File: config.mk
export PLATFORM = sky130hd
export DESIGN_NAME = jtkunio_obj_scan
export DESIGN_NICKNAME = d
export VERILOG_FILES = /design/src/rtl/jtkunio_obj_pkg.sv /design/src/rtl/jtkunio_obj_draw.sv /design/src/rtl/jtkunio_obj_scan.sv
export SDC_FILE = /design/constraint.sdc
export NUM_CORES = 1
export LEC_CHECK = 0
export ABC_AREA = 1
export ABC_CLOCK_PERIOD_IN_PS = 2600
export CELL_PAD_IN_SITES_DETAIL_PLACEMENT = 0
export CELL_PAD_IN_SITES_GLOBAL_PLACEMENT = 2
export CORE_ASPECT_RATIO = 0.75
export CORE_MARGIN = 2
export CORE_UTILIZATION = 32
export CTS_CLUSTER_DIAMETER = 60
export DETAILED_ROUTE_END_ITERATION = 8
export GPL_TIMING_DRIVEN = 0
export HOLD_SLACK_MARGIN = 0.05
export PLACE_DENSITY_LB_ADDON = 0.2
export REMOVE_ABC_BUFFERS = 1
export SLEW_MARGIN = 15
export SYNTH_ARGS = -nofsm -noshare
export SYNTH_HDL_FRONTEND = slang
export SYNTH_SLANG_ARGS = --single-unit
File: constraint.sdc
create_clock -name clk -period 2.6 [get_ports clk]
set_input_delay 0.26 -clock clk [delete_from_list [all_inputs] [get_ports clk]]
set_output_delay 0.26 -clock clk [all_outputs]
set_load 0.01 [all_outputs]
File: src/rtl/jtkunio_obj_pkg.sv
// Shared definitions for the Kunio object line scanner: FSM states,
// object attribute layout, sprite heights and the row/flip helper.
package jtkunio_obj_pkg;

    typedef enum logic [3:0] {
        IDLE, RD_Y, CHK, RD_ATTR, RD_CODE, RD_X, REQ, WAIT, DRAW, NEXT
    } state_t;

    localparam int OBJMAX_DEF = 64;
    localparam int PIX_BITS   = 4;

    // attr byte = {hflip, vflip, pal[1:0], tall, code_hi[2:0]}
    localparam int A_HFLIP = 7;
    localparam int A_VFLIP = 6;
    localparam int A_PAL   = 4;
    localparam int A_TALL  = 3;

    localparam logic [7:0] HGT_NORMAL = 8'd16;
    localparam logic [7:0] HGT_TALL   = 8'd32;

    // Row inside the sprite; vertical flip mirrors over 32 rows for tall
    // sprites and over 16 rows otherwise.
    function automatic logic [4:0] obj_row(input logic [4:0] yd, input logic tall,
                                           input logic vf);
        logic [4:0] r;
        r = yd;
        if (vf) r = tall ? ~yd : {yd[4], ~yd[3:0]};
        return r;
    endfunction

endpackage

File: src/rtl/jtkunio_obj_draw.sv
// ROM word latch plus 8-cycle nibble serializer. Handles horizontal flip,
// transparency (pixel 0 is not written) and x wrap-around.
import jtkunio_obj_pkg::*;

module jtkunio_obj_draw (
    input  logic        clk,
    input  logic        rst_n,
    input  logic        ld,
    input  logic [31:0] word_in,
    input  logic        en,
    input  logic [2:0]  k,
    input  logic        hflip,
    input  logic [1:0]  pal,
    input  logic [7:0]  base,
    output logic        buf_we,
    output logic [7:0]  buf_addr,
    output logic [5:0]  buf_din
);
    logic [31:0]         word;
    logic [2:0]          sel;
    logic [PIX_BITS-1:0] nib;

    // Pick nibble k, or 7-k when mirrored.
    always_comb begin
        sel = hflip ? ~k : k;
        nib = word[{sel, 2'b00} +: PIX_BITS];
    end

    // Hold the fetched ROM word for the duration of the draw.
    always_ff @(posedge clk or negedge rst_n) begin
        if (!rst_n)  word <= '0;
        else if (ld) word <= word_in;
    end

    // Registered buffer write; address and data move together with the strobe.
    always_ff @(posedge clk or negedge rst_n) begin
        if (!rst_n) begin
            buf_we   <= 1'b0;
            buf_addr <= '0;
            buf_din  <= '0;
        end else if (en) begin
            buf_we   <= nib != '0;
            buf_addr <= base + {5'd0, k};
            buf_din  <= {pal, nib};
        end else begin
            buf_we   <= 1'b0;
        end
    end

endmodule

File: src/rtl/jtkunio_obj_scan.sv
// Per-line object scanner: walks the object RAM at each line start, keeps
// the objects that cover the line being prepared, fetches their two ROM
// words and hands them to the serializer that fills the line buffer.
import jtkunio_obj_pkg::*;

module jtkunio_obj_scan #(
    parameter int OBJMAX = OBJMAX_DEF
) (
    input  logic        clk,
    input  logic        rst_n,
    input  logic        hs,
    input  logic [7:0]  vrender,
    input  logic        flip,
    output logic [7:0]  scan_addr,
    input  logic [7:0]  scan_dout,
    output logic        rom_cs,
    output logic [17:0] rom_addr,
    input  logic [31:0] rom_data,
    input  logic        rom_ok,
    output logic        buf_we,
    output logic [7:0]  buf_addr,
    output logic [5:0]  buf_din,
    output logic        busy
);
    localparam logic [5:0] NLAST = 6'(OBJMAX - 1);

    state_t      st;
    logic [5:0]  n, n_inc;
    logic        last, half, n_last;
    logic [2:0]  cnt;
    logic [7:0]  y_r, attr_r, code_lo_r, x_r, ydiff;
    logic [4:0]  ydiff_r, row;
    logic        hit, vf, hf, draw_en, ld;
    logic [10:0] code;
    logic [7:0]  base;

    // The scan address is issued one state ahead: by CHK both y and attr
    // have arrived, so a miss (including a short sprite at ydiff 16..31)
    // is resolved there and costs only RD_Y, CHK, NEXT.
    always_comb begin
        ydiff   = vrender - y_r;
        hit     = ydiff < (scan_dout[A_TALL] ? HGT_TALL : HGT_NORMAL);
        n_last  = n == NLAST;
        n_inc   = n_last ? 6'd0 : n + 6'd1;
        vf      = attr_r[A_VFLIP] ^ flip;
        hf      = attr_r[A_HFLIP] ^ flip;
        row     = obj_row(ydiff_r, attr_r[A_TALL], vf);
        code    = {attr_r[2:0], code_lo_r[7:1], code_lo_r[0] | (attr_r[A_TALL] & row[4])};
        base    = x_r + {4'd0, half ^ hf, 3'd0};
        draw_en = (st == DRAW) && !hs;
        ld      = (st == WAIT) && rom_ok && !hs;
    end

    // Scan FSM; hs restarts from object 0 in any state.
    always_ff @(posedge clk or negedge rst_n) begin
        if (!rst_n) begin
            st        <= IDLE;
            n         <= '0;
            last      <= 1'b0;
            half      <= 1'b0;
            cnt       <= '0;
            y_r       <= '0;
            attr_r    <= '0;
            code_lo_r <= '0;
            x_r       <= '0;
            ydiff_r   <= '0;
            scan_addr <= '0;
            rom_cs    <= 1'b0;
            rom_addr  <= '0;
            busy      <= 1'b0;
        end else if (hs) begin
            n      <= '0;
            last   <= 1'b0;
            rom_cs <= 1'b0;
            busy   <= 1'b1;
            if (st == IDLE) begin
                // address 0 is already on the bus while idle
                st        <= RD_Y;
                scan_addr <= 8'd1;
            end else begin
                st        <= NEXT;
                scan_addr <= 8'd0;
            end
        end else begin
            case (st)
                IDLE: ;
                RD_Y: begin
                    y_r       <= scan_dout;
                    scan_addr <= {n, 2'd2};
                    st        <= CHK;
                end
                CHK: begin
                    attr_r  <= scan_dout;
                    ydiff_r <= ydiff[4:0];
                    if (hit) begin
                        scan_addr <= {n, 2'd3};
                        st        <= RD_ATTR;
                    end else begin
                        scan_addr <= {n_inc, 2'd0};
                        n         <= n_inc;
                        last      <= n_last;
                        st        <= NEXT;
                    end
                end
                RD_ATTR: begin
                    code_lo_r <= scan_dout;
                    st        <= RD_CODE;
                end
                RD_CODE: begin
                    x_r <= scan_dout;
                    st  <= RD_X;
                end
                RD_X: begin
                    rom_addr <= {2'b00, code, row[3:0], 1'b0};
                    half     <= 1'b0;
                    rom_cs   <= 1'b1;
                    st       <= REQ;
                end
                REQ: st <= WAIT;   // rom_ok not trusted right after an address change
                WAIT: begin
                    if (rom_ok) begin
                        rom_cs <= 1'b0;
                        cnt    <= '0;
                        st     <= DRAW;
                    end
                end
                DRAW: begin
                    cnt <= cnt + 3'd1;
                    if (cnt == 3'd7) begin
                        if (!half) begin
                            half        <= 1'b1;
                            rom_addr[0] <= 1'b1;
                            rom_cs      <= 1'b1;
                            st          <= REQ;
                        end else begin
                            scan_addr <= {n_inc, 2'd0};
                            n         <= n_inc;
                            last      <= n_last;
                            st        <= NEXT;
                        end
                    end
                end
                NEXT: begin
                    if (last) begin
                        busy <= 1'b0;
                        st   <= IDLE;
                    end else begin
                        scan_addr <= {n, 2'd1};
                        st        <= RD_Y;
                    end
                end
                default: st <= IDLE;
            endcase
        end
    end

    jtkunio_obj_draw u_draw (
        .clk      (clk),
        .rst_n    (rst_n),
        .ld       (ld),
        .word_in  (rom_data),
        .en       (draw_en),
        .k        (cnt),
        .hflip    (hf),
        .pal      (attr_r[A_PAL +: 2]),
        .base     (base),
        .buf_we   (buf_we),
        .buf_addr (buf_addr),
        .buf_din  (buf_din)
    );

endmodule

# [Word-level counts from Yosys, hierarchy flattened]
# Index checks and enable logic that the tools add are counted.
[totals] output_inout_bits=43 inputBits=53 elab_cells=126 reg_bits=125
[classes] n_eq_ne=21 bitwise_logic=9 n_shift=1 n_addsub=5 n_lt_le_gt_ge=1 muxes=44 reduce_logical=26
[ops] operator="two-way mux 8 bit" n=5
[ops] operator="case mux 4 bit (10 select lines)" n=1
[ops] operator="two-way mux 6 bit" n=6
[ops] operator="case mux 8 bit (4 select lines)" n=1
[ops] operator="indexed part select 32 x 6 -> 4 bit" n=1
[ops] operator="two-way mux 4 bit" n=6
[ops] operator="equality test 4 x 3 -> 1 bit (second input constant)" n=4
[ops] operator="AND reduction 4 bit" n=4
[ops] operator="two-way mux 1 bit" n=15
[ops] operator="!= test 3 bit (second input constant)" n=5
[ops] operator="case mux 6 bit (2 select lines)" n=1
[ops] operator="AND reduction 2 bit" n=6
[ops] operator="two-way mux 5 bit" n=2
[ops] operator="AND reduction 3 bit" n=3
[ops] operator="adder 8 x 3 -> 8 bit" n=1
[ops] operator="adder 8 x 4 -> 8 bit" n=1
[ops] operator="equality test 4 x 2 -> 1 bit (second input constant)" n=2
[ops] operator="equality test 4 bit (second input constant)" n=2
[ops] operator="less-than comparator 8 x 6 -> 1 bit" n=1
[ops] operator="nonzero test 2 bit" n=4
[ops] operator="nonzero test 4 bit" n=2
[ops] operator="subtractor 8 bit" n=1
[ops] operator="adder 6 x 1 -> 6 bit (second input constant)" n=1
[ops] operator="equality test 6 bit (second input constant)" n=1
[ops] operator="other kinds (22)" n=31

# [Logic depth before layout (Yosys ltp)]
# Gate-level depths: netlist of run 1.
[depth] word_depth=6 mapped_depth=17 depth_no_buf=17

# [Cells and area by module]
# A second synthesis of run 1 with hierarchy kept.
[hier_totals] hier_cells=775 area_unflattened_um2=6471.2
[modules_own_cells] module="jtkunio_obj_scan" n_inst=1 area_each_um2=4122.7 seq_area_each_um2=1951.9 cells_each=497
[modules_own_cells] module="jtkunio_obj_draw" n_inst=1 area_each_um2=2348.5 seq_area_each_um2=1176.1 cells_each=278

# [Worst setup path before layout of run 1]
# OpenSTA, ideal clock, no wires.
[synth_timing] kind="flip-flop to flip-flop" start="reg y_r[2]" end="reg last" stages_incl_launch_ff=16 period_less_slack_ns=2.276 t_arrival_ns=2.210 setup_time_ns=0.066 setup_slack_ns=0.324 required_time_ns=2.534 n_path_buf=0 path_cell_list="dfrtp_1 > inv_1 > ha_1 > or2_1 > nand2_1 > inv_1 > a31oi_1 > xnor2_1 > ha_1 > nand2_1 > nand3_1 > nand2_1 > nand2_4 > nand2_1 > nand2_1 > nand2_1"
[synth_between] elab_chain_len=4
[synth_lines] item="start: declaration" line_no="jtkunio_obj_scan.sv:31" text="logic [7:0] y_r, attr_r, code_lo_r, x_r, ydiff;"
[synth_lines] item="start signal: assignment" line_no="jtkunio_obj_scan.sv:88" text="y_r <= scan_dout;"
[synth_lines] item="subtractor 8 bit" line_no="jtkunio_obj_scan.sv:41" text="ydiff = vrender - y_r;"
[synth_lines] item="less-than comparator 8 x 6 -> 1 bit" line_no="jtkunio_obj_scan.sv:42" text="hit = ydiff < (scan_dout[A_TALL] ? HGT_TALL : HGT_NORMAL);"
[synth_lines] item="!= test 3 bit (no source line)"
[synth_lines] item="AND reduction 4 bit (no source line)"
[synth_lines] item="end signal: assignment" line_no="jtkunio_obj_scan.sv:101" text="last <= n_last;"
[synth_lines] item="end signal: assignment" line_no="jtkunio_obj_scan.sv:138" text="last <= n_last;"
[synth_lines] item="end: declaration" line_no="jtkunio_obj_scan.sv:29" text="logic last, half, n_last;"
# Every way passes these cells.
# A chain may end at the register's enable or synchronous reset.

# [Final worst setup path of run 1]
[layout_timing] start="in hs" end="reg u_draw.word[6]"
[layout_between] elab_chain_len=2
[layout_lines] item="start: declaration" line_no="jtkunio_obj_scan.sv:11" text="input logic hs,"
[layout_lines] item="zero test 1 bit" line_no="jtkunio_obj_scan.sv:51" text="ld = (st == WAIT) && rom_ok && !hs;"
[layout_lines] item="logical AND 1 bit" line_no="jtkunio_obj_scan.sv:51"
[layout_lines] item="end signal: assignment" line_no="jtkunio_obj_draw.sv:32" text="else if (ld) word <= word_in;"
[layout_lines] item="end: declaration" line_no="jtkunio_obj_draw.sv:19" text="logic [31:0] word;"
# Every way passes these cells.

==> results of run 1 <==
[report_power, final]
group	internal (mW)	switching, mW	total [mW]
combinational	1.55	2.17	3.72
sequential	2.58	0.444	3.02
clock	1.65	0.947	2.60
[state kept, by name, indices dropped and copies added (netlist names)]
name,flops
half,1
u_draw.buf_din,6
ydiff_r,5
scan_addr,8
code_lo_r,8
y_r,8
x_r,8
last,1
attr_r,8
st,4
busy,1
rom_addr,16
rom_cs,1
u_draw.buf_we,1
n,6
u_draw.buf_addr,8
u_draw.word,32
cnt,3
[stage by stage]
stage | worst slack (ns) | std cells | cell area (um2) | utilization (%)
2_1_floorplan | 0.138 | 730 | 6160 | -
3_3_place_gp | -3.89 | 1076 | 7400 | 38.3
3_5_place_dp | -0.526 | 1078 | 7470 | 38.6
4_1_cts | 0.0219 | 1111 | 8130 | 42.1
5_1_grt | 0.00279 | 1113 | 8200 | 42.5
6_report | 0.174 | 1113 | 8200 | 42.5
[worst paths after layout]
check	start	to	slack (ns)	depth (start not counted)
setup / recovery	hs	u_draw.word[6]	0.17	5
hold / removal	rst_n	ydiff_r[3]	0.39	2
setup reg to reg	y_r[2]	scan_addr[2]	0.22	15
hold reg to reg	rom_addr[11]	rom_addr[11]	0.48	2
max in group asynchronous	rst_n	u_draw.buf_addr[3]	1.49	3
min in group clk	rom_data[24]	u_draw.word[24]	0.42	3
[worst register-to-register path, stage by stage, from the launching register on]
cell and delay [ns]:
dfrtp_1 0.35, inv_1 0.05, ha_1 0.29, or2_1 0.23, nand2_1 0.10, inv_1 0.06
a31oi_2 0.14, xnor2_1 0.14, ha_1 0.24, nand2_1 0.11, nand2_1 0.07, nor2_2 0.17
nand2_4 0.12, nand3_1 0.10, nand3_1 0.10, nand2_1 0.07
[layer usage]
layer  track usage, %  vias to the layer above
met4             3.48                        0
met2             23.5                      101
met3             4.43                       10
met5                0                        -
li1                 -                     2628
met1             22.4                     2364
[cells by family (layout without fill, tap and decap cells)]
logic type,count (synthesis),in the layout,synth area share [%]
AO/OA/AOI/OAI,118,118,10.7
flip-flops,125,125,49.8
buffers and inverters,115,220,7.41
XOR/XNOR,14,14,2.25
other,1,2,0.0597
AND/OR/NAND/NOR,348,348,23.3
multiplexers,16,16,2.87
adder cells (fa/ha/maj),17,17,3.63
[area by class of cell]
class	instances	area (um2)
clock buffers	18	439
clock inverters	14	206
fillers	1916	11100
inverters	90	338
multi-input cells	515	2750
flip-flops and latches	125	3130
well taps	253	317
repair buffers	98	1020
[Yosys cell counts (all sizes together)]
master and number:
a2111oi 2, a211oi 1, a21oi 32, a221oi 1, a2bb2oi 1, a31oi 2, buf 16, clkbuf 9
conb 1, dfrtp 125, fa 2, ha 15, inv 90, mux2 16, nand2 218, nand3 55
nand3b 3, nand4 4, nor2 59, nor3 5, o211a 1, o211ai 14, o21ai 61, o22ai 1
o31ai 1, o32ai 1, or2 4, xnor2 4, xor2 10
[what timing repair did]
| item | 4_1_cts | 5_1_grt |
|---|---|---|
| pin swaps | 0 | 1 |
| hold buffers | 1 | 0 |
| endpoints found under the setup margin | 14 | 33 |
| cloned | 0 | 0 |
| endpoints found under the hold margin | 54 | 0 |
| resized for setup | 2 | 11 |
| setup buffers | 0 | 2 |
==> impl_metrics.tcl, run 1 <==
set metrics [dict create \
    outcome "finished, final reports clean" \
    grt_pass1_vias 5044 \
    power.density_nw_per_um2 1140 \
    route.vias.total 5103 \
    die_area_um2 20800 \
    yosys-top-cells-area "dfrtp_1 50%, nand2_1 13%, inv_1 5.0%" \
    cp_top_family "buffers and inverters" \
    place_hpwl_um 11200 \
    crit_path_start_kind "input port" \
    nets 917 \
    drt-initial-drc-count 321 \
    initial_core_util_pct 32.5 \
    drive_gt1_share_pct 10.1 \
    setup-tns-final_ns 0 \
    gp_congestion 0.847 \
    slew_viol_final 0 \
    wl_per_cell_um 13.9 \
    avgSynthCellArea_um2 8.33 \
    rows 44 \
    drc 0 \
    crit_chain "clkdlybuf4s50_1 > inv_1 > nand3_4 > buf_16 > mux2_2" \
    worstPathRequired_ns 2.90 \
    period_share_pct 93.3 \
    cts_max_level 4 \
    final_cell_mix "209 x nand2_1, 125 x dfrtp_1, 92 x clkdlybuf4s50_1" \
    cts_inserted_buffers 17 \
    yosysTopAreaCell "dfrtp_1" \
    clock-root-buffer "clkbuf_16" \
    top_layer "met4" \
    leakage_nw 4.00 \
    clock-sinks 125 \
    syn_inst 754 \
    maxCapViolations 0 \
    cts_buffer_depth 2 \
    whs_ns 0.385 \
    fmax_ghz 0.412 \
    rsz0062_at_grt "false" \
    crit_fanout 30 \
    io_buffers 93 \
    cts_tree "done" \
    drt-vias-per-instance 4.58 \
    path_clk_slew_ns 0.06 \
    drtAntennaViolNets 0 \
    setup.worst_path.end_class "flop" \
    setup-violations-final 0 \
    fp.dieW_um 166 \
    die_height_um 125 \
    arrival_ns 2.73 \
    irDropWorstVdd_mv 0.397 \
    antenna_cells 0 \
    fin_crit_ns 2.43 \
    wl_met1_um 7850 \
    synth_top_area_share_pct 49.8 \
    core_area_um2 19300 \
    cp_slowest_cell "clkdlybuf4s50_1" \
    overflow 0 \
    total_power_mw 9.34 \
    grt_pass1_wl_um 26000 \
    crit_path_max_incr_delay_ns 0.97 \
    hp-class "in2async" \
    wirelength_um 15400 \
    first_pass_iters 5 \
    crit_type "in2reg" \
    antenna_found_initial 0 \
    dr_wl_met2_um 6710 \
    slew_headroom_pct 48.4 \
    grt.total_usage_pct 15.6 \
    yosysWarningCount 0 \
    io_pins 96 \
    final_common_cell "nand2_1" \
    grt_max_degree 72 \
    clk_latency_ns 0.42 \
    area_growth_pct 30.6 \
    ys_types 42 \
    finClkSkew_ns 0.0108 \
    wl_met3_um 756 \
    max_slew.worst_pin.slew_ns 0.772 \
    path_buf_inv 3 \
    syn_area_um2 6280 \
    seq_area_frac_synth_pct 49.8 \
    ys_ff_latch 125 \
    final-hold-violation-count 0 \
]
(Power assumes the default switching activity.)
==> run 2: changes to the inputs <==
- SETUP_SLACK_MARGIN: not set -> 0.15
- TNS_END_PERCENT: not set -> 5
==> run 2 against run 1 <==
  * Highest routed layer unchanged
  * Register-to-register slack better by 0.05 ns
  * Largest cell class unchanged
  * Sequential power about the same
  * Critical endpoint is now scan_addr[2]
  * Final cell count about the same
==> impl_metrics.tcl, run 2 (same netlist as run 1, synthesis figures left out) <==
set metrics [dict create \
    io_pins 96 \
    cp_top_family "simple AND/OR/NAND/NOR gates" \
    hp-class "in2async" \
    fp.dieW_um 166 \
    wl_per_cell_um 13.9 \
    finClkSkew_ns 0.0108 \
    regMostFlops "u_draw.word" \
    crit_path_max_incr_delay_ns 0.39 \
    slew_viol_final 0 \
    multi_input_area_um2 2800 \
    area_growth_pct 31.2 \
    grt_pass1_vias 5049 \
    setup-violations-final 0 \
    final_cell_mix "207 x nand2_1, 125 x dfrtp_1, 91 x clkdlybuf4s50_1" \
    nets 916 \
    die_height_um 125 \
    reg2reg_depth 15 \
    drt-initial-drc-count 307 \
    cts_tree "done" \
    route.vias.total 5086 \
    worstPathRequired_ns 2.96 \
    max_slew.worst_pin.slew_ns 0.775 \
    drtAntennaViolNets 0 \
    fin_ws_ns 0.269 \
    antenna_found_initial 0 \
    crit_path_start_kind "flop" \
    maxCapViolations 0 \
    leakage_nw 4.01 \
    fmax_ghz 0.429 \
    path_buf_inv 2 \
    use_met3_pct 4.43 \
    cp_slowest_cell "dfrtp_1" \
    fin_crit_ns 2.33 \
    irDropWorstVdd_mv 0.399 \
    period_share_pct 89.7 \
    grt_max_degree 72 \
    power.density_nw_per_um2 1140 \
    dpl.cell_count 1078 \
    clock-sinks 125 \
    cts_max_level 4 \
    grt.busiest_layer "met2" \
    clock-root-buffer "clkbuf_16" \
    clk_latency_ns 0.42 \
    stdcell_count 1112 \
    final_common_cell "nand2_1" \
    io_buffers 93 \
    place_hpwl_um 11200 \
    antenna_cells 0 \
    setup-tns-final_ns 0 \
    pre_cts_ws_ns -0.526 \
    fillers 1915 \
    largest_reg_flops 32 \
    overflow 0 \
    path_clk_slew_ns 0.06 \
    crit_type "reg2reg" \
    initial_core_util_pct 32.5 \
    final-seq-area_um2 3130 \
    use_met1_pct 22.5 \
    die_area_um2 20800 \
    crit_chain "inv_2 > ha_4 > or2_1 > nand2_2 > inv_1 > a31oi_2 > xnor2_1 > ha_1 > nand2_2 > nand2_1 > nor2_4 > nand2_4 > nand3_1 > nand3_1 > nand2_1" \
    cts_inserted_buffers 17 \
    reg_top3 "u_draw.word (32), rom_addr (16)" \
    met2_usage_pct 23.5 \
    drt-vias-per-instance 4.57 \
    outcome "finished, final reports clean" \
    wirelength_um 15500 \
    core_area_um2 19300 \
    slew_headroom_pct 48.3 \
    final-hold-violation-count 0 \
    drc 0 \
    first_pass_iters 4 \
    grt.total_usage_pct 15.6 \
    total_power_mw 9.42 \
    rsz0062_at_grt "true" \
    crit_fanout 7 \
    setup.worst_path.end_class "flop" \
    grt_pass1_wl_um 26000 \
    crit_cells 15 \
    arrival_ns 2.69 \
    gp_congestion 0.847 \
    drive_gt1_share_pct 10.6 \
    rows 44 \
    cts_buffer_depth 2 \
]
## run 2: cell count changes in the layout (fill, tap and decap cells not counted), moves of 2 or more
cell / delta
nand2_4: -2
nand2_1: -2
nand2_8: +2
nand2_2: +2
## run 2: stage by stage
stage | cell area [um2] | hold slack [ns] | utilization [%]
6_report | 8240 | 0.380 | 42.6
5_1_grt | 8240 | 0.425 | 42.6
4_1_cts | 8150 | 0.390 | 42.2
3_5_place_dp | 7470 | 0.273 | 38.6
3_3_place_gp | 7400 | 0.456 | 38.3
2_1_floorplan | 6160 | -0.0356 | -
## run 2: path summary, 6_finish.rpt
path,start,end,slack [ns]
setup / recovery,y_r[2],scan_addr[2],0.27
hold / removal,rst_n,ydiff_r[3],0.38
setup reg to reg,y_r[2],scan_addr[2],0.27
hold reg to reg,rom_addr[11],rom_addr[11],0.48
max in group asynchronous,rst_n,u_draw.buf_addr[3],1.49
min in group clk,rom_data[24],u_draw.word[24],0.42
## run 2: what timing repair did
action	in CTS	in global routing
endpoints found under the setup margin	47	60
endpoints found under the hold margin	54	0
setup buffers	1	0
resized for setup	5	18
pin swaps	1	4
hold buffers	1	0
## run 2: per-layer routing
| metal | share of wire, % | up-vias | routed length, um |
|---|---|---|---|
| met5 | 0 | - | 0 |
| met3 | 4.1 | 10 | 629 |
| met2 | 44 | 83 | 6740 |
| li1 | - | 2630 | - |
| met1 | 51 | 2363 | 7960 |
| met4 | 0.83 | 0 | 129 |
## run 2: cell type report
cell class / instances / share of cell area, %
Multi-Input combinational cell: 515 / 34.0
Timing Repair Buffer: 97 / 12.2
Tap cell: 253 / 3.84
Sequential cell: 125 / 38.0
Inverter: 90 / 4.10
Clock buffer: 18 / 5.33
Clock inverter: 14 / 2.51
## run 2: power breakdown
part | total (mW) | internal, mW | leakage, nW | switching (mW)
sequential | 3.03 | 2.58 | 1.56 | 0.448
clock | 2.60 | 1.65 | 0.318 | 0.952
combinational | 3.79 | 1.58 | 2.13 | 2.21
